File: config.mk
export PLATFORM = sky130hd
export DESIGN_NAME = mc_cla_adder
export DESIGN_NICKNAME = d
export VERILOG_FILES = /design/src/rtl/mc_cla_adder.sv
export SDC_FILE = /design/constraint.sdc
export NUM_CORES = 1
export LEC_CHECK = 0
export ABC_AREA = 1
export CORE_MARGIN = 2
export CORE_UTILIZATION = 47
export DETAILED_ROUTE_END_ITERATION = 8
export PLACE_DENSITY = 0.76
export SLEW_MARGIN = 10
export SYNTH_ARGS = -nofsm -noshare
export SYNTH_HDL_FRONTEND = slang
export SYNTH_SLANG_ARGS = --single-unit
File: constraint.sdc
create_clock -name clk -period 1.5 [get_ports clk]
set_input_delay 0.3 -clock clk [delete_from_list [all_inputs] [get_ports clk]]
set_output_delay 0.3 -clock clk [all_outputs]
set_load 0.01 [all_outputs]
File: src/rtl/mc_cla_adder.sv
// mc_cla_adder
//   Multi-cycle adder/subtractor. One GROUP-bit carry-lookahead slice is
//   resolved per clock, starting at the LSB slice. A WIDTH-bit operation
//   takes WIDTH/GROUP cycles in RUN. sum, cout and ovf stay unchanged until
//   the final slice completes.
//
// Ports
//   clk    sole clock, rising edge
//   rst    asynchronous reset, active low
//   start  request an operation; accepted only in IDLE or DONE
//   a, b   operands, captured when start is accepted
//   cin    carry-in for add; ignored when sub=1
//   sub    1 = a - b, computed as a + ~b + 1
//   busy   high while in RUN
//   done   one-cycle pulse; sum/cout/ovf are valid
//   sum    registered result
//   cout   carry out of bit WIDTH-1
//   ovf    signed overflow (carry into MSB xor carry out of MSB)
//
// state  | meaning
// -------+-------------------------------------------------------------
// IDLE   | waiting for start; result registers hold the last result
// RUN    | resolving one slice per clock; busy=1
// DONE   | result just loaded; done=1 for one cycle; start restarts
module mc_cla_adder #(
  parameter int WIDTH = 32,
  parameter int GROUP = 8
) (
  input  logic             clk,
  input  logic             rst,
  input  logic             start,
  input  logic [WIDTH-1:0] a,
  input  logic [WIDTH-1:0] b,
  input  logic             cin,
  input  logic             sub,
  output logic             busy,
  output logic             done,
  output logic [WIDTH-1:0] sum,
  output logic             cout,
  output logic             ovf
);

  localparam int NSL   = WIDTH / GROUP;
  localparam int IDX_W = (NSL > 1) ? $clog2(NSL) : 1;
  localparam logic [IDX_W-1:0] LAST_IDX = IDX_W'(NSL - 1);

  typedef enum logic [1:0] {
    S_IDLE = 2'd0,
    S_RUN  = 2'd1,
    S_DONE = 2'd2
  } state_t;

  state_t state, state_nx;

  logic [WIDTH-1:0] op_a;
  logic [WIDTH-1:0] op_b;
  logic             carry;
  logic [IDX_W-1:0] idx;
  logic [WIDTH-1:0] work;
  logic [WIDTH-1:0] work_nx;

  logic [GROUP-1:0] g;
  logic [GROUP-1:0] p;
  logic [GROUP:0]   c;
  logic [GROUP-1:0] s_sl;
  logic             pp;
  logic             c_in;

  logic accept;
  logic last_slice;

  assign accept     = start && ((state == S_IDLE) || (state == S_DONE));
  assign last_slice = (state == S_RUN) && (idx == LAST_IDX);

  // State register
  always_ff @(posedge clk or negedge rst) begin
    if (!rst) state <= S_IDLE;
    else      state <= state_nx;
  end

  // Next-state logic
  always_comb begin
    state_nx = state;
    case (state)
      S_IDLE:  if (start) state_nx = S_RUN;
      S_RUN:   if (idx == LAST_IDX) state_nx = S_DONE;
      S_DONE:  state_nx = start ? S_RUN : S_IDLE;
      default: state_nx = S_IDLE;
    endcase
  end

  // Output decode
  always_comb begin
    busy = 1'b0;
    done = 1'b0;
    case (state)
      S_RUN:   busy = 1'b1;
      S_DONE:  done = 1'b1;
      default: ;
    endcase
  end

  // Lookahead slice on the low GROUP bits of the shifting operand registers.
  // Each carry is the flattened sum-of-products form:
  //   c[i+1] = g[i] | p[i]g[i-1] | p[i]p[i-1]g[i-2] | ... | p[i..0]c_in
  always_comb begin
    c_in = carry;
    g    = op_a[GROUP-1:0] & op_b[GROUP-1:0];
    p    = op_a[GROUP-1:0] ^ op_b[GROUP-1:0];
    c    = '0;
    pp   = 1'b0;
    c[0] = c_in;
    for (int i = 0; i < GROUP; i++) begin
      c[i+1] = g[i];
      pp     = p[i];
      for (int j = i - 1; j >= 0; j--) begin
        c[i+1] = c[i+1] | (pp & g[j]);
        pp     = pp & p[j];
      end
      c[i+1] = c[i+1] | (pp & c_in);
    end
    s_sl = p ^ c[GROUP-1:0];
  end

  // Slice results enter at the top of the working register and shift down,
  // so after the last slice the LSB slice sits at bit 0.
  if (GROUP < WIDTH) begin : g_shift
    assign work_nx = {s_sl, work[WIDTH-1:GROUP]};
  end else begin : g_single
    assign work_nx = s_sl;
  end

  // Datapath
  always_ff @(posedge clk or negedge rst) begin
    if (!rst) begin
      op_a  <= '0;
      op_b  <= '0;
      carry <= 1'b0;
      idx   <= '0;
      work  <= '0;
      sum   <= '0;
      cout  <= 1'b0;
      ovf   <= 1'b0;
    end else if (accept) begin
      op_a  <= a;
      op_b  <= sub ? ~b : b;
      carry <= sub ? 1'b1 : cin;
      idx   <= '0;
      work  <= '0;
    end else if (state == S_RUN) begin
      // Operands shift down so the next slice is always in the low bits.
      op_a  <= op_a >> GROUP;
      op_b  <= op_b >> GROUP;
      carry <= c[GROUP];
      work  <= work_nx;
      idx   <= idx + 1'b1;
      if (last_slice) begin
        sum  <= work_nx;
        cout <= c[GROUP];
        ovf  <= c[GROUP] ^ c[GROUP-1];
      end
    end
  end

endmodule

* Yosys cells after proc, flatten, opt, wreduce, memory -nomap -nowiden
Index checks and enable logic that the tools add are counted.
Operators by class: multiplexer cells 18, reductions and logical operators 7, bitwise gates (word level) 106, $add $sub $neg 1, equality and inequality tests 5
Operators with widths (count):
- two-way mux 32 bit | 7
- bitwise AND 1 bit | 64
- bitwise OR 1 bit | 36
- NOT 32 bit | 1
- XOR 8 bit | 2
- bitwise AND 8 bit | 1
- two-way mux 2 bit | 4
- two-way mux 1 bit | 6
- case mux 2 bit (3 select lines) | 1
- == test 2 bit, second input constant | 2
- != test 2 bit, second input constant | 2
- AND reduction 3 bit | 1
- adder 2 x 1 -> 2 bit, second input constant | 1
- == test 2 x 1 -> 1 bit, second input constant | 1
- logical AND 1 bit | 2
- logical NOT 2 bit | 1
- AND reduction 2 bit | 1
- nonzero test 2 bit | 1
- logical OR 1 bit | 1
- NOT 1 bit | 1
- XOR 1 bit | 1
Word-level totals: logic and storage cells 146, bits in registers 135, output and inout bits 36, input port bits 69

* Longest topological paths before layout
Gate-level depths: netlist of the first run.
depth in word-level cells 12, gate-level depth with buffers 11, depth with buffers taken out 10

* Worst setup path before layout of the first run
Ideal clock, no wire load.
path kind reg-to-reg, from reg op_a[3], to reg sum[31], period minus slack after synthesis 1468 ps, arrival time 1351 ps, required time 1383 ps, setup slack 32 ps, setup time 117 ps, path buffers 1, stages on the path, launching flop included 12, path through dfrtp_1 ha_1 buf_2 nand2_1 nor2_2 nand3_1 nand2_1 nor2_1 nand2_1 nand2_1 nand3_1 nand2_1
On the way: longest elaborated chain between the ends 8, elaborated cells between the ends (all ways) 17, classes of those cells bitwise: 17
Ends and longest elaborated chain:
- from (decl) | RTL line 55 | logic [WIDTH-1:0] op_a;
- from (signal assigned) | RTL line 152 | op_a <= op_a >> GROUP;
- bitwise AND 8 bit / XOR 8 bit (equally long branches) | RTL line 108, 109
- bitwise AND 1 bit (on tied branches) | RTL line 117, 118
- bitwise OR 1 bit (tied with other cells) (3 in series) | RTL line 117 | c[i+1] = c[i+1] | (pp & g[j]);
- bitwise OR 1 bit / bitwise AND 1 bit (equally long branches) | RTL line 117, 120
- bitwise OR 1 bit * | RTL line 120 | c[i+1] = c[i+1] | (pp & c_in);
- XOR 8 bit * | RTL line 122 | s_sl = p ^ c[GROUP-1:0];
- to (signal assigned) | RTL line 158 | sum <= work_nx;
- to (decl) | RTL line 38 | output logic [WIDTH-1:0] sum,
Mark *: on every way between the ends. The rest lies on a longest branch, timed or not. A chain may end at the register's enable or synchronous reset.

* Worst setup path in the final report of the first run
from reg op_a[7], to reg ovf
On the way: longest elaborated chain between the ends 11, elaborated cells between the ends (all ways) 26, classes of those cells bitwise: 26
Ends and longest elaborated chain:
- XOR 8 bit | RTL line 109 | p = op_a[GROUP-1:0] ^ op_b[GROUP-1:0];
- bitwise AND 1 bit (on tied branches) | RTL line 117, 118
- bitwise OR 1 bit (tied with other cells) (6 in series) | RTL line 117
- bitwise OR 1 bit / bitwise AND 1 bit (equally long branches) | RTL line 117, 120
- bitwise OR 1 bit * | RTL line 120
- XOR 1 bit * | RTL line 160 | ovf <= c[GROUP] ^ c[GROUP-1];
- to (signal assigned) | RTL line 160
- to (decl) | RTL line 40 | output logic ovf
Marked as above.

==> results of run 1 <==
## worst register-to-register path: stages (launching register included)
cell	delay, ns
dfrtp_1	0.42
ha_4	0.28
a21oi_2	0.15
nand2_1	0.11
nor2_2	0.11
nand2_2	0.08
nor2_4	0.19
nor2_2	0.05
nand2_1	0.06
nand3_1	0.06
## power by group
group          switching (µW)  internal, µW
clock                    1540          2490
sequential                855          4940
combinational            4820          3850
## per-layer routing
metal | track usage (%) | vias to the layer above | part of all wire [%]
met5 | 0 | - | 0
li1 | - | 2241 | -
met3 | 4.99 | 53 | 7.0
met1 | 28.4 | 2365 | 40
met4 | 9.84 | 0 | 3.2
met2 | 36.4 | 237 | 50
## flip-flops by register name (all words and copies together), names as in the netlist
signal  count
cout        1
state       2
idx         2
c_in        1
op_a       32
ovf         1
work       24
op_b       32
sum        32
## cell usage in the layout (no fill, tap or decap), types with 8 or more instances in the layout
cell,synthesis,layout
a22o_1,8,8
buf_12,0,9
buf_4,5,29
clkbuf_16,0,18
clkdlybuf4s50_1,0,66
dfrtp_1,127,127
dlygate4sd2_1,0,34
ha_4,0,8
inv_1,64,62
nand2_1,157,145
nand2_2,2,12
nand3_1,26,20
o211ai_1,18,18
o21ai_0,26,20
o21ai_1,11,17
o221ai_1,24,24
o22ai_1,27,27
xnor2_1,35,33
## how the worst max path moves through the flow
stage                     endpoint  slack [ns]     from
final                          ovf       -0.13  op_a[7]
after global routing       sum[28]       -0.15  op_b[3]
after CTS                 work[31]       -0.05  op_b[3]
after detailed placement      c_in       -0.12    start
after global placement     op_a[0]       -0.09    start
after floorplan            sum[31]        0.03  op_a[3]
## through the flow
stage	util, %	cells	worst slack [ns]	TNS, ns	total power, µW
6_report	66.8	886	-0.131	-0.958	18500
5_1_grt	66.8	886	-0.148	-1.57	19600
4_1_cts	65.0	878	-0.0485	-0.120	17500
3_5_place_dp	59.1	844	-0.124	-5.35	13100
3_3_place_gp	59.1	844	-0.0909	-3.79	12800
2_1_floorplan	-	596	0.0317	0	10200
## kinds of logic after synthesis
family                     Yosys count  share of synthesized area (%)
and+or+nand+nor                    202                           14.5
DFF                                127                           56.0
AOI/OAI and AO/OA                  119                           14.1
buffers and inverters              103                           7.72
xor gates and xnor gates            35                           5.40
adders and majority gates           10                           2.34
## area by class of cell
type / count / area share (%)
inverter: 69 / 3.38
timing repair buffer: 145 / 18.1
multi-input combinational: 366 / 28.9
sequential: 127 / 40.0
clock buffer: 19 / 5.57
tap: 147 / 2.31
clock inverter: 13 / 1.76
## repair_timing
item                                    4_1_cts  5_1_grt
hold endpoints to repair                     77        0
hold buffers                                  1        0
resized for setup                            66       41
endpoints found under the setup margin       51       91
pin swaps                                     8       18
setup buffers                                 1        7
cloned                                        0        1
==> impl_metrics.yaml, run 1 <==
run_status:
  status: "finished, violations left"
  violations: "negative setup slack"
drt:
  drtPass1Iterations: 9
  drt_wl_total_mm: 14.5
  avgViaCountPerCell: 5.53
  route.vias.total: 4896
  drt_iter0_markers: 462
  ant_nets: 0
  wire_per_inst_um: 16.3
  drc: 0
job:
  maxCapViolations: 0
synth:
  synth.most_common_cell: "nand2_1"
  synth.area.top_cells: "dfrtp_1 (56%), nand2_1 (10%), xnor2_1 (5.4%)"
  synth_flop_cell: "dfrtp_1"
  yosysWarnings: 0
  synth_nets: 675
  async_flop_share_pct: 100
  netlist_top_cells_count: "nand2_1 (157), dfrtp_1 (127), inv_1 (64)"
  synthCells: 596
  ys_seq_area_share_pct: 56.0
  syn_area_per_cell_um2: 9.52
  syn_area_um2: 5670
  synth_area_leader_cell: "dfrtp_1"
  synth_edf_count: 0
  synth_top_area_share_pct: 56.0
  ys_ff_latch: 127
  yosysUniqueCellTypes: 27
worst_setup_path:
  crit_chain: "ha_4 > a21oi_2 > nand2_1 > nor2_2 > nand2_2 > nor2_4 > nor2_2 > nand2_1 > nand3_1"
  cp-end-kind: "flop"
  cp-start-kind: "flop"
  crit_cells: 9
  worst-setup-path-type: "flop to flop"
  r2r_start: "op_a[7]"
  reg2reg_to: "ovf"
  path_max_fanout: 4
  cp.buffers_inverters: 0
  crit_arrival_ns: 1.92
  cp_slowest_cell: "dfrtp_1"
  crit_required_ns: 1.79
  cpPeakStageDelay_ns: 0.42
  critPathTopFamily: "simple AND/OR/NAND/NOR gates"
  reg2reg_slack_ns: -0.13
  r2r_cells: 9
floorplanning:
  die_h_um: 114
  fp-row-count: 40
  die_area_um2: 13000
  ios: 105
  die_w_um: 114
  core_um2: 11900
  start_util_pct: 47.6
power_and_ir_drop:
  p_per_area_nw_per_um2: 2320
  p_leak_uw: 0.00367
  ir_worst_vdd_mv: 0.997
layout:
  multi_input_comb_area_um2: 2300
  fin_area_um2: 7950
  final_layout_size_suffix_gt1_share_pct: 17.1
  diodes: 0
  fin_nets: 805
  regArea_um2: 3180
  fillers: 872
  area_growth_pct: 40.2
timing:
  fin_skew_ns: 0.0152
  min_period_ns: 1.63
  relSlewSlack_pct: 79.2
  max_freq_mhz: 613
  hold_viol: 0
  setup_slack_ns: -0.131
  fin_crit_sh_pct: 109
  setup_viol: 15
  tightest_slew_ns: 0.312
  hold_slack_ns: 0.269
  rsz0062_at_grt: "yes"
  slew_violations: 0
global_routing:
  grt_max_degree: 53
  grt_pass1_wl_mm: 22.5
  gr-usage-all-layers_pct: 22.2
  grt_overflow: 0
  grt_pass1_vias: 4727
  grt_antenna_before_repair: 0
clock_tree:
  cts_max_level: 4
  cts.reportedPaths.clkPinSlew_ns: 0.06
  clkLatencyLatePin_ns: 0.42
  clock-sinks: 127
  cts_buffer_depth: 2
  cts_tree: "built"
  cts.root.buffer_cell: "clkbuf_16"
  cts-buffers-inserted: 17
placement:
  portBuffers: 104
  dpl.hpwl_mm: 8.91
  placed_area_um2: 7040
  place_congestion: 0.915
worst_hold_path:
  hold_class: "primary input to asynchronous set/reset pin"
(Power assumes the default switching activity.)
==> inputs of run 2 (changes only) <==
CTS_CLUSTER_SIZE = 30   (was unset)
RECOVER_POWER = 100   (was unset)
==> impl_metrics.yaml, run 2 (synthesis results as in run 1) <==
run_status:
  status: "finished, violations left"
  violations: "negative setup slack"
global_routing:
  grt_pass1_vias: 4727
  gr-usage-all-layers_pct: 22.2
  grt_antenna_before_repair: 0
  grt_pass1_wl_mm: 22.5
  grt_max_degree: 53
  grt_overflow: 0
floorplanning:
  start_util_pct: 47.6
  die_h_um: 114
  die_area_um2: 13000
  fp-row-count: 40
  die_w_um: 114
  ios: 105
  core_um2: 11900
layout:
  diodes: 0
  utilization_pct: 66.2
  final_common_cell: "nand2_1"
  final_layout_size_suffix_gt1_share_pct: 16.9
  area_growth_pct: 38.9
  mostFrequentLayoutCells: "nand2_1 (145), dfrtp_1 (127), clkdlybuf4s50_1 (66)"
  top_regs: "op_a x32, op_b x32, sum x32"
  fin_nets: 805
timing:
  min_period_ns: 1.62
  slew_violations: 0
  hold_viol: 0
  tightest_slew_ns: 0.620
  fin_crit_sh_pct: 108
  fin_tns_setup_ns: -1.10
  fin_skew_ns: 0.0103
  setup_slack_ns: -0.119
  relSlewSlack_pct: 58.6
  rsz0062_at_grt: "yes"
  setup_viol: 26
  max_freq_mhz: 618
power_and_ir_drop:
  p_leak_uw: 0.00364
  p_per_area_nw_per_um2: 2330
  total_power_uw: 18400
  ir_worst_vdd_mv: 0.998
worst_hold_path:
  hold_class: "primary input to asynchronous set/reset pin"
worst_setup_path:
  path_max_fanout: 4
  cp_slowest_cell: "dfrtp_1"
  cp-start-kind: "flop"
  cpPeakStageDelay_ns: 0.43
  crit_arrival_ns: 1.91
  cp.buffers_inverters: 0
  worst-setup-path-type: "flop to flop"
  crit_chain: "ha_4 > nand3_1 > nand2_1 > nand2_2 > nand2_2 > nor2_4 > nor2_2 > nand2_1 > nand3_1"
  critPathTopFamily: "simple AND/OR/NAND/NOR gates"
  crit_required_ns: 1.79
  cp-end-kind: "flop"
clock_tree:
  cts_max_level: 4
  cts.reportedPaths.clkPinSlew_ns: 0.06
  cts_tree: "built"
  cts_buffer_depth: 2
  cts.root.buffer_cell: "clkbuf_16"
  clkLatencyLatePin_ns: 0.42
  cts-buffers-inserted: 17
  clock-sinks: 127
placement:
  dpl.hpwl_mm: 8.91
  pre_cts_slack_ns: -0.124
  place_congestion: 0.915
  portBuffers: 104
drt:
  avgViaCountPerCell: 5.55
  wire_per_inst_um: 16.4
  ant_nets: 0
  drt_wl_total_mm: 14.5
  drc: 0
  drt_iter0_markers: 476
  route.vias.total: 4913
  drtPass1Iterations: 7
job:
  maxCapViolations: 0
## run 2: metal layers
metal / part of all wire (%) / vias to the layer above / global-route usage, %
li1: - / 2239 / -
met1: 41 / 2397 / 28.4
met2: 49 / 227 / 36.4
met3: 6.1 / 50 / 4.99
met4: 3.3 / 0 / 9.84
met5: 0 / - / 0
## run 2: metrics by stage
| stage | hold slack [ns] | std cells | area, µm² |
|---|---|---|---|
| 2_1_floorplan | 0.00441 | 596 | 5670 |
| 3_3_place_gp | 0.147 | 844 | 7040 |
| 3_5_place_dp | 0.151 | 844 | 7040 |
| 4_1_cts | 0.259 | 878 | 7740 |
| 5_1_grt | 0.377 | 886 | 7880 |
| 6_report | 0.344 | 886 | 7880 |
## run 2: repair_timing
action | in CTS | in global routing
pin swaps | 8 | 18
hold endpoints to repair | 77 | 0
gates cloned | 0 | 1
setup buffers | 1 | 7
resized for setup | 66 | 41
hold buffers | 1 | 0
setup endpoints to repair | 51 | 91
## run 2: layout make-up
| type | count | area [µm²] |
|---|---|---|
| Fill cell | 888 | 4030 |
| Clock inverter | 13 | 140 |
| Tap cell | 147 | 184 |
| Sequential cell | 127 | 3180 |
| Timing Repair Buffer | 145 | 1370 |
| Multi-Input combinational cell | 366 | 2300 |
| Inverter | 69 | 269 |
| Clock buffer | 19 | 443 |
## run 2: where the power goes
part,internal (µW),switching (µW)
clock,2490,1560
sequential,4940,858
combinational,3740,4810
## run 2: worst paths after layout
path / from / slack (ns) / end / depth (start not counted)
setup reg to reg: op_a[1] / -0.12 / ovf / 9
setup / recovery: op_a[1] / -0.12 / ovf / 9
max in group asynchronous: rst / 0.17 / op_a[0] / 3
hold reg to reg: sum[11] / 0.48 / sum[11] / 2
hold / removal: rst / 0.34 / sum[4] / 2
min in group clk: sub / 0.46 / op_b[25] / 4
## run 2: worst reg2reg max path, cell delays in order (launching register included)
cell	delay, ns
dfrtp_1	0.43
ha_4	0.28
nand3_1	0.13
nand2_1	0.12
nand2_2	0.12
nand2_2	0.08
nor2_4	0.19
nor2_2	0.05
nand2_1	0.05
nand3_1	0.06
==> variant: new RTL, config.mk and constraints of run 1 <==
`GROUP`: 8 -> 16.
--- a/src/rtl/mc_cla_adder.sv
+++ b/src/rtl/mc_cla_adder.sv
@@ -24,7 +24,7 @@
 // DONE   | result just loaded; done=1 for one cycle; start restarts
 module mc_cla_adder #(
   parameter int WIDTH = 32,
-  parameter int GROUP = 8
+  parameter int GROUP = 16
 ) (
   input  logic             clk,
   input  logic             rst,
Formal check against the unedited RTL: not equivalent (Yosys sat finds a counterexample within 4 cycles, from zero or initial values and one cycle with rst low).
==> variant against run 1 <==
The flow still finishes with violations (negative setup slack). Critical path depth rose by 2. Sequential cell count down 9. Critical path type unchanged. Power is 23% higher. Non-clock buffer count increased by 61. Largest cell class is now multi-input combinational cells. Worst setup slack worse by 0.23 ns. Sequential power down 2%. Via count is 14% higher. Synthesized area rose by 3.6%. Count of clock-buffer cells in the layout is 3 higher. Final area is 14% higher. Routed wire length increased by 18%. Largest power group unchanged.
==> variant: results (changes against run 1) <==
hpwlAfterDp_um: 12200  # +37%
synth_area_leaders: "dfrtp_1 50%, nand2_1 12%, inv_1 4.7%"
numPortBuffers: 104  # unchanged
grtUsageMet1_pct: 34.7  # +6.2 points
avgRoutedWirePerCell_um: 16.0  # -2.2%
synth_commonest_cells: "194 x nand2_1, 118 x dfrtp_1, 73 x inv_1"
max-vdd-ir-drop_v: 0.00103  # +3.3%
synth_area_per_cell_um2: 8.45  # -11%
cap_violations: 0  # unchanged
grt_first_pass_wirelength_um: 27400  # +22%
skew_ns: 0.00650  # -0.00870 ns
first_global_vias: 5544  # +17%
finalSetupTns_ns: -6.71  # -5.75 ns
routabilityCongestion: 0.930  # +1.7%
reg_top3: "op_a: 32 flops, op_b: 32 flops, sum: 32 flops"
pre_cts_ws_ns: -0.429  # -0.305 ns
hp-class: "in2reg"
place_inst: 1019  # +21%
violations: "negative setup slack"
outcome: "complete, but fails checks"
vias: 5560  # +14%
place_area_mm2: 0.00776  # +10%
final_net_count: 974  # +21%
use_met2_pct: 43.9  # +7.6 points
cp_max_fo: 5  # +1
antenna_found_initial: 0  # unchanged
cellLeakagePower_nw: 4.30  # +17%
drt_pass1_iterations: 5  # -4
wl_met1_um: 7520  # +29%
yosysSeqAreaShare_pct: 50.2  # -5.8 points
grt_usage_pct: 26.7  # +4.6 points
synthesis.nets: 783  # +16%
synth_xor_area_share_pct: 4.02  # -1.4 points
wl_met2_um: 8310  # +16%
start_util_pct: 48.6  # +0.92 points
yosysUniqueCellTypes: 30  # +11%
fin_ws_ns: -0.357  # -0.226 ns
crit_slowest_cell: "dfrtp_2"
grt_start_max_net_pins: 64  # +21%
finalSetupViolations: 31  # +16
met3_usage_pct: 6.28  # +1.3 points
synth_fa_ha_area_share_pct: 3.96  # +1.6 points
htree_levels: 4  # unchanged
drt_iter0_drc: 310  # -33%
routed-wl-met3_um: 798  # -21%
routed.top_layer: "met4"
synth_compound_area_share_pct: 13.3  # -0.75 points
tightest_slew_ns: 0.481  # +0.168 ns
max_stage_delay_ns: 0.44  # +0.02 ns
routed_via_density: 5.21  # -5.8%
drive_gt1_share_pct: 27.7  # +11 points
cts_root_buf: "clkbuf_16"
worst_ep_arrival_time_ns: 2.17  # +0.25 ns
[variant: cell type report]
type / count / area, µm²
clock inverter: 10 / 150
tap: 168 / 210
sequential: 118 / 2960
multi-input combinational: 468 / 3110
clock buffer: 22 / 474
fill: 867 / 3050
timing repair buffer: 206 / 1860
inverter: 76 / 290
[variant: path summary, 6_finish.rpt]
check	start	endpoint	slack, ns	cells after the start
setup / recovery	op_b[7]$_DFFE_PN0P_	sum[30]$_DFFE_PN0P_	-0.36	11
hold / removal	sub	op_b[4]$_DFFE_PN0P_	0.37	3
setup reg to reg	op_b[7]$_DFFE_PN0P_	sum[30]$_DFFE_PN0P_	-0.36	11
hold reg to reg	sum[10]$_DFFE_PN0P_	sum[10]$_DFFE_PN0P_	0.47	2
max in group asynchronous	rst	work[22]$_DFFE_PN0P_	0.76	3
min in group asynchronous	rst	op_b[24]$_DFFE_PN0P_	0.42	3
[variant: repair_timing]
action	4_1_cts	5_1_grt
gates resized for setup	117	69
setup endpoints to repair	74	59
hold buffers	1	0
endpoints found under the hold margin	118	0
buffers inserted	11	8
pin swaps	26	49
[variant: cells by family after synthesis]
| kind of cell | Yosys count |
|---|---|
| AND/OR/NAND/NOR | 296 |
| XOR/XNOR | 27 |
| buffers and inverters | 110 |
| flip-flops | 118 |
| adder cells (fa/ha/maj) | 18 |
| AO/OA/AOI/OAI | 127 |
[variant: power by group]
| part | total, mW | internal, mW | switching (mW) |
|---|---|---|---|
| sequential | 5.66 | 4.67 | 0.989 |
| clock | 4.29 | 2.89 | 1.40 |
| combinational | 12.8 | 5.93 | 6.85 |
| total | 22.7 | 13.5 | 9.23 |
[variant: worst min-delay path, stage by stage]
cell and delay (ns):
buf_2 0.17, a21oi_1 0.16, a221o_1 0.12
